==> src/rtl/etroc_stream_pkg.sv <==
// Shared types for the ETROC output stream: grant source codes, arbiter FSM states and
// the default no-data filler word.
package etroc_stream_pkg;

   typedef enum logic [2:0] {
      DtCh0    = 3'd0,
      DtCh1    = 3'd1,
      DtCh2    = 3'd2,
      DtCh3    = 3'd3,
      DtTs     = 3'd4,
      DtNoData = 3'd5,
      DtMiss   = 3'd6,
      DtNone   = 3'd7
   } data_type_e;

   typedef enum logic [1:0] {
      StNormal       = 2'd0,
      StMissBurst    = 2'd1,
      StBackpressure = 2'd2
   } state_e;

   localparam logic [31:0] NodataWordDefault = 32'hFFFF_FFFC;

   function automatic logic [31:0] ch_word(input logic [127:0] data, input logic [1:0] idx);
      return data[{idx, 5'd0} +: 32];
   endfunction

endpackage

==> src/rtl/rr_arb4.sv <==
// Four-way round-robin selector: grants the first requester found at or after ptr_i.
module rr_arb4 (
   input  logic [3:0] req_i,
   input  logic [1:0] ptr_i,
   output logic [3:0] gnt_o,
   output logic [1:0] idx_o
);

   logic [1:0] cand;
   logic       found;

   always_comb begin
      gnt_o = '0;
      idx_o = '0;
      found = 1'b0;
      cand  = '0;
      for (int i = 0; i < 4; i++) begin
         cand = ptr_i + 2'(i);
         if (!found && req_i[cand]) begin
            gnt_o[cand] = 1'b1;
            idx_o       = cand;
            found       = 1'b1;
         end
      end
   end

endmodule

==> src/rtl/out_fifo_arbiter.sv <==
// Arbitrates missed-event, timestamp and four TDC channel words into one output FIFO,
// discarding words under almost-full and inserting a filler word after an idle stretch.
module out_fifo_arbiter
   import etroc_stream_pkg::*;
#(
   parameter int unsigned IDLE_TIMEOUT = 16,
   parameter logic [31:0] NODATA_WORD  = NodataWordDefault
) (
   input  logic         clk,
   input  logic         reset,
   input  logic [127:0] ch_data,
   input  logic [3:0]   ch_valid,
   output logic [3:0]   ch_ready,
   input  logic [31:0]  ts_data,
   input  logic         ts_valid,
   output logic         ts_ready,
   input  logic [31:0]  miss_data,
   input  logic         miss_req,
   output logic         miss_ack,
   input  logic         fifo_almostfull,
   output logic         fifo_wr_en,
   output logic [31:0]  fifo_din,
   output logic [2:0]   dataType,
   output logic [15:0]  drop_count
);

   localparam logic [7:0] IdleLast = 8'(IDLE_TIMEOUT - 1);

   state_e     state_q, state_d;
   data_type_e grant;
   logic       run_q;
   logic [1:0] rr_ptr_q, rr_ptr_d;
   logic [7:0] idle_q, idle_d;
   logic [15:0] drop_q, drop_d;
   logic       wr_en_q, wr_en_d;
   logic [31:0] din_q, din_d;
   logic [3:0] rr_gnt;
   logic [1:0] rr_idx;
   logic       sel_ch, normal_wr, discard;

   rr_arb4 u_rr_arb4 (
      .req_i (ch_valid),
      .ptr_i (rr_ptr_q),
      .gnt_o (rr_gnt),
      .idx_o (rr_idx)
   );

   // run_q holds every output at its reset value until the first edge after release.
   always_comb begin
      state_d   = state_q;
      grant     = DtNone;
      sel_ch    = 1'b0;
      normal_wr = (state_q == StNormal) && !fifo_almostfull;
      discard   = (state_q == StBackpressure) || ((state_q == StNormal) && fifo_almostfull);
      if (run_q) begin
         unique case (state_q)
            StNormal: begin
               if (fifo_almostfull) state_d = StBackpressure;
               else if (miss_req)   state_d = StMissBurst;
            end
            StMissBurst: begin
               if (fifo_almostfull) state_d = StBackpressure;
               else if (!miss_req)  state_d = StNormal;
            end
            StBackpressure: begin
               if (!fifo_almostfull) state_d = StNormal;
            end
            default: state_d = StNormal;
         endcase
         if (state_q == StMissBurst) begin
            if (miss_req && !fifo_almostfull) grant = DtMiss;
         end else if (normal_wr && miss_req) begin
            grant = DtMiss;
         end else if (ts_valid) begin
            grant = DtTs;
         end else if (|ch_valid) begin
            grant  = data_type_e'({1'b0, rr_idx});
            sel_ch = 1'b1;
         end else if (normal_wr && (idle_q == IdleLast)) begin
            grant = DtNoData;
         end
      end
   end

   always_comb begin
      ch_ready = sel_ch ? rr_gnt : 4'b0000;
      ts_ready = (grant == DtTs);
      miss_ack = (grant == DtMiss);
      dataType = grant;

      wr_en_d = (grant != DtNone) && !discard;
      din_d   = din_q;
      if (wr_en_d) begin
         unique case (grant)
            DtTs:     din_d = ts_data;
            DtNoData: din_d = NODATA_WORD;
            DtMiss:   din_d = miss_data;
            default:  din_d = ch_word(ch_data, rr_idx);
         endcase
      end

      drop_d = drop_q;
      if ((grant != DtNone) && discard && (drop_q != 16'hFFFF)) drop_d = drop_q + 16'd1;

      rr_ptr_d = sel_ch ? rr_idx + 2'd1 : rr_ptr_q;

      idle_d = idle_q;
      if (run_q) begin
         idle_d = ((state_q == StNormal) && (state_d == StNormal) && (grant == DtNone)) ?
                  idle_q + 8'd1 : 8'd0;
      end
   end

   always_ff @(posedge clk or negedge reset) begin
      if (!reset) begin
         state_q  <= StNormal;
         run_q    <= 1'b0;
         rr_ptr_q <= '0;
         idle_q   <= '0;
         drop_q   <= '0;
         wr_en_q  <= 1'b0;
         din_q    <= '0;
      end else begin
         state_q  <= state_d;
         run_q    <= 1'b1;
         rr_ptr_q <= rr_ptr_d;
         idle_q   <= idle_d;
         drop_q   <= drop_d;
         wr_en_q  <= wr_en_d;
         din_q    <= din_d;
      end
   end

   assign fifo_wr_en = wr_en_q;
   assign fifo_din   = din_q;
   assign drop_count = drop_q;

endmodule

==> config.mk <==
export PLATFORM = sky130hd
export DESIGN_NAME = out_fifo_arbiter
export DESIGN_NICKNAME = d
export VERILOG_FILES = /design/src/rtl/etroc_stream_pkg.sv /design/src/rtl/rr_arb4.sv /design/src/rtl/out_fifo_arbiter.sv
export SDC_FILE = /design/constraint.sdc
export NUM_CORES = 1
export LEC_CHECK = 0
export CAP_MARGIN = 20
export CORE_UTILIZATION = 35
export DETAILED_ROUTE_END_ITERATION = 6
export HOLD_SLACK_MARGIN = 0.06
export PLACE_DENSITY = 0.72
export SYNTH_ARGS = -nofsm -noshare
export SYNTH_HDL_FRONTEND = slang
export SYNTH_SLANG_ARGS = --single-unit
==> constraint.sdc <==
create_clock -name clk -period 5.6 [get_ports clk]
set_clock_uncertainty 0.05 [all_clocks]
set_input_delay 1.68 -clock clk [delete_from_list [all_inputs] [get_ports clk]]
set_output_delay 1.68 -clock clk [all_outputs]
set_load 0.01 [all_outputs]
==> reports/metrics.cfg, run 1 <==
[critical_path]
arrival_ns = 3.75
cp.required_ns = 3.87
endpoint_kind = output port
r2r-start = rr_ptr_q[0]$_DFFE_PN0P_
rr_worst_depth = 11
worstReg2RegEnd = fifo_din[11]$_DFFE_PN0P_
r2r_setup_slack_ns = 1.98
start_kind = input port
worstPathMaxFanout = 7
timing_worst_setup_path_type = in2out

[synthesis]
synthCells = 661
synthTopCellsByCount = 132 x nand2_1, 64 x nand3_1, 62 x dfrtp_1
synthesis.nets = 872
synth_edf_count = 0
synth.most_common_cell = nand2_1
seq_area_frac_synth = 0.3053
netlist-cell-type-count = 59
synth_top_area_share = 0.3053
synth_seq_cells = 62
yosysTopAreaCell = dfrtp_1
synth.cell_area_um2 = 5082
avgSynthCellArea_um2 = 7.689
async_flop_share = 1.000
ys_warn_count = 0
synth_area_leaders = dfrtp_1 31%, nand2_1 9.7%, o221ai_1 6.4%, nand3_1 6.3%, a21oi_1 4.2%
ys.flop_type = dfrtp_1

[run_status]
status = finished clean

[pwr]
p_switching_w = 0.001642
ir_worst_vdd_uv = 222.8
powerDensity_nw_per_um2 = 436.5
p_leak_nw = 3.460
pwr-share-seq = 0.191
power_w = 0.003678
pwr-share-comb = 0.640
internal-power_w = 0.002037
p_sw_frac = 0.4463
power.share.clock = 0.169

[timing]
holdWs_ns = 0.4336
final.period_utilization = 0.9783
fmax_mhz = 182.5
final-max-slew-violation-count = 0
period_needed_ns = 5.479
rsz0062_at_grt = no
hold_violations = 0
slew-limit-headroom = 0.4422
worst_pin_slew_ns = 0.8366
finalSetupViolCount = 0
tns_ns = 0

[worst_hold_path]
hp-start = fifo_din[4]$_DFFE_PN0P_
holdPathEnd = fifo_din[4]$_DFFE_PN0P_
hold_depth = 2
min_path_type = reg2reg

[final_layout]
area_delta_synth_final_pct = 65.80
drive_above_1_share = 0.1095
layout.nets = 1147
post-route-util = 0.6001
antenna_cells = 0

[drt]
drt-wirelength-per-cell_um = 18.61
ant_nets = 0
first_iter_violations = 412
first_pass_iters = 5
via_per_inst = 5.605
wl_um = 20870
vias = 6283
drc = 0

[global_route]
grt_pass1_vias = 6046
grt_pass1_wl_um = 32040
grt_overflow = 0
grt_use_total = 0.2777
antenna_found_initial = 0
grt_max_degree = 64

[floorplanning]
start_util = 0.3619
die_w_um = 122.5
ioPinCount = 259
dieHeight_um = 122.5
std_cell_rows = 43
coreArea_um2 = 14040
dieArea_um2 = 15010

[clock_network]
cts_tree = done
clockRootBuffer = clkbuf_16
clockBufferDepth = 2
htreeDepth = 3
cts.clk_slew.worst_paths_ns = 0.06
hold_buffers = 0
numCtsBuffers = 9
cts_sinks = 62
clk_latency_ns = 0.33

[placement]
port_buffers = 258
dpl.hpwl_um = 15780
place_congestion = 0.9473

[flow_run]
maxCapViolations = 0

-- layer usage --
metal	GRT usage	vias to the layer above	wire, um
li1	-	3011	-
met1	0.3465	2944	8670
met2	0.4659	284	9941
met3	0.05901	44	1565
met4	0.1082	0	688
met5	0	-	0
-- state kept, by name (all words and copies together), names as in the netlist --
signal,cells
drop_count,16
fifo_din,32
fifo_wr_en,1
idle_q,8
rr_ptr_q,2
run_q,1
state_q,2
-- cell usage in the layout, fill, tap and decap left out, types with 3 or more instances in the layout --
master,count
inv_1,15
a31oi_1,4
a21o_1,11
clkbuf_16,9
nand4_1,8
o221a_2,7
o21ai_2,3
nor3b_1,3
nand2b_1,5
xor2_1,4
xnor2_1,13
inv_6,3
mux2_2,12
ha_1,10
a2111oi_0,8
nor4_1,3
or3_1,4
buf_4,54
a221oi_1,3
a21oi_1,42
o21ai_1,18
nor3_1,3
dfrtp_1,62
o21ai_0,33
a221o_1,5
and3_1,4
nor2_1,45
nand2_1,132
mux4_2,3
o221a_1,4
o221ai_1,37
nand3_1,64
a41oi_1,10
mux2i_1,7
clkdlybuf4s50_1,251
dlygate4sd2_1,5
-- metrics by stage --
step / cells / setup WS (ns) / instance area [um2]
finish: 1121 / 0.1213 / 8427
global route: 1121 / 0.006370 / 8427
CTS: 1121 / 0.01408 / 8416
floorplan: 661 / 0.4663 / 5082
detailed placement: 1105 / -0.1620 / 8093
global placement: 1105 / -0.2099 / 8093
-- critical path, cell delays in order --
cell and delay, ns:
clkdlybuf4s50_1 0.42, buf_4 0.17, buf_4 0.14, nor4_1 0.22
buf_4 0.16, buf_4 0.10, or3_1 0.26, clkdlybuf4s50_1 0.60
-- timing repair --
item	CTS	global route
resized for setup	8	2
buffers inserted	0	0
setup endpoints to repair	6	5
pin swaps	1	1
cloned	0	0
-- layout make-up --
type                       instances  area (um2)
clock buffer                       9       225.2
clock inverter                     7       103.9
fill                            1308        5615
inverter                          17       63.81
multi-input combinational        534        3281
sequential                        62        1551
tap                              180       225.2
timing repair buffer             312        2977
-- worst max path at each step --
stage	end	start
6_report	dataType[2]	ch_valid[3]
5_1_grt	dataType[2]	ch_valid[3]
4_1_cts	dataType[0]	ch_valid[3]
3_5_place_dp	dataType[0]	ch_valid[3]
3_3_place_gp	dataType[0]	ch_valid[3]
2_1_floorplan	dataType[1]	ch_valid[2]
-- cells by family after synthesis --
kind of cell,after synthesis,synth area share
AO/OA/AOI/OAI,203,0.2843
XOR/XNOR,17,0.02930
adder cells (fa/ha/maj),10,0.02462
buffers and inverters,65,0.05440
flip-flops,62,0.3053
multiplexers,22,0.05367
other,1,0.0007378
AND/OR/NAND/NOR,281,0.2477
-- power groups by stage --
stage,Combinational [W],Clock [W],Sequential [W]
after CTS,0.00234,0.000630,0.000700
after detailed placement,0.00234,0,0.000706
after floorplan,0.00130,0,0.000760
final,0.00235,0.000623,0.000701
after global routing,0.00256,0.000651,0.000719
after global placement,0.00234,0,0.000700
(Power assumes the default switching activity.)
==> run 2: changes to the inputs <==
TNS_END_PERCENT = 20   (was default)
==> results of run 2 <==
No change in the layout: final DEF, timing and power equal those of run 1.
==> run 3: changes to the inputs <==
CORE_MARGIN = 2   (was default)
PLACE_DENSITY = default   (was 0.72)
PLACE_DENSITY_LB_ADDON = 0.2   (was default)
==> run 3 against run 2 <==
  * Total power is 1.7% lower
  * Cell area is 0.73% lower
  * Sequential power hardly changed
  * First-iteration DRC count is 4.6% higher
  * Hold slack worse by 0.0023 ns
  * Clock power is 4.0% lower
  * Register-to-register slack worse by 0.07 ns
  * Setup slack worse by 0.014 ns
  * Flip-flop and latch count stayed put
  * Wire length is 5.5% lower
  * Critical endpoint is now dataType[0]
  * Highest routed layer unchanged
==> reports/metrics.cfg, run 3 (synthesized netlist as in run 1, its figures left out) <==
[run_status]
status = finished clean

[timing]
tns_ns = 0
finalSetupViolCount = 0
final.period_utilization = 0.9808
period_needed_ns = 5.493
worst_pin_slew_ns = 1.107
rsz0062_at_grt = no
hold_violations = 0
fmax_mhz = 182.1
final-max-slew-violation-count = 0
slew-limit-headroom = 0.2618

[pwr]
p_sw_frac = 0.4380
pwr-share-seq = 0.193
powerDensity_nw_per_um2 = 432.2
p_switching_w = 0.001584
ir_worst_vdd_uv = 188.3
internal-power_w = 0.002032
p_leak_nw = 3.418
pwr-share-comb = 0.641
power.share.clock = 0.165

[critical_path]
timing_worst_setup_path_type = in2out
cp.required_ns = 3.87
worstPathMaxFanout = 4
endpoint_kind = output port
arrival_ns = 3.76
start_kind = input port

[worst_hold_path]
min_path_type = reg2reg

[final_layout]
postLayoutCellArea_um2 = 8366
largest_reg_flops = 32
area_delta_synth_final_pct = 64.60
drive_above_1_share = 0.1008
post-route-util = 0.5822
most-common-layout-cells = 249 x clkdlybuf4s50_1, 132 x nand2_1, 64 x nand3_1
antenna_cells = 0
layout.nets = 1139
layout_commonest_cell = clkdlybuf4s50_1

[clock_network]
clockRootBuffer = clkbuf_16
htreeDepth = 3
numCtsBuffers = 9
clockBufferDepth = 2
cts.clk_slew.worst_paths_ns = 0.05
cts_tree = done
cts_sinks = 62
clk_latency_ns = 0.33

[global_route]
grt_max_degree = 64
grt_pass1_wl_um = 31510
grt_pass1_vias = 5996
grt_use_total = 0.2500
grt_overflow = 0
antenna_found_initial = 0

[placement]
place_congestion = 0.8960
port_buffers = 258
dpl_cell_area_um2 = 8044
dpl.hpwl_um = 14900

[drt]
ant_nets = 0
vias = 6144
via_per_inst = 5.500
drt-wirelength-per-cell_um = 17.65
first_iter_violations = 431
drc = 0
wl_um = 19720
first_pass_iters = 5

[floorplanning]
coreArea_um2 = 14370
std_cell_rows = 44
ioPinCount = 259
dieArea_um2 = 15500
die_w_um = 124.5
dieHeight_um = 124.5
start_util = 0.3537

[flow_run]
maxCapViolations = 0

[run 3: cell count changes in the layout (fill, tap and decap cells not counted), sizes merged]
cell,delta
buf,-8
clkbuf,+3
inv,-3
clkdlybuf4s50,-2
dlygate4sd2,+2
[run 3: what timing repair did]
item,in CTS,in global routing
setup buffers,1,0
resized for setup,10,1
pin swaps,1,1
endpoints found under the setup margin,6,1
hold buffers,0,0
[run 3: cell type report]
type / instances / area (um2)
fillers: 1331 / 6003
well taps: 184 / 230.2
clock inverters: 4 / 70.07
repair buffers: 304 / 2927
inverters: 17 / 63.81
multi-input cells: 534 / 3277
flip-flops and latches: 62 / 1551
clock buffers: 12 / 246.5
[run 3: per-stage QoR]
stage / hold slack (ns) / power [W] / setup slack [ns] / instances
2_1_floorplan: 0.4312 / 0.002056 / 0.4663 / 661
3_3_place_gp: 0.4152 / 0.003000 / -0.2062 / 1100
3_5_place_dp: 0.4241 / 0.003006 / -0.2304 / 1100
4_1_cts: 0.4362 / 0.003635 / 0.005181 / 1117
5_1_grt: 0.4584 / 0.003886 / 0.005373 / 1117
6_report: 0.4313 / 0.003615 / 0.1073 / 1117
[run 3: path summary, 6_finish.rpt]
kind / end / slack [ns] / start / depth (start not counted)
max in group asynchronous: fifo_din[20]$_DFFE_PN0P_ / 3.33 / reset / 2
min reg2reg: fifo_din[6]$_DFFE_PN0P_ / 0.43 / fifo_din[6]$_DFFE_PN0P_ / 2
max: dataType[0] / 0.11 / ch_valid[0] / 7
min in group asynchronous: fifo_din[19]$_DFFE_PN0P_ / 1.18 / reset / 1
max reg2reg: fifo_din[29]$_DFFE_PN0P_ / 1.91 / rr_ptr_q[0]$_DFFE_PN0P_ / 11
min: fifo_din[6]$_DFFE_PN0P_ / 0.43 / fifo_din[6]$_DFFE_PN0P_ / 2
[run 3: power groups by stage]
stage / Clock, W / Sequential [W] / Combinational (W)
final: 0.000598 / 0.000699 / 0.00232
after global routing: 0.000633 / 0.000718 / 0.00254
after CTS: 0.000612 / 0.000699 / 0.00232
after detailed placement: 0 / 0.000703 / 0.00230
after global placement: 0 / 0.000699 / 0.00230
after floorplan: 0 / 0.000760 / 0.00130
[run 3: metal layers]
layer | track usage | up-vias | wire [um]
met5 | 0 | - | 0
met4 | 0.09716 | 0 | 609
met3 | 0.04854 | 38 | 1244
met2 | 0.4327 | 239 | 9599
met1 | 0.3062 | 2870 | 8264
li1 | - | 2997 | -
[run 3: worst max-delay path, cell delays in order]
cell	delay, ns
clkdlybuf4s50_1	0.46
mux4_2	0.50
buf_4	0.16
o21ai_2	0.12
nor3_1	0.08
o41ai_2	0.40
clkdlybuf4s15_1	0.36
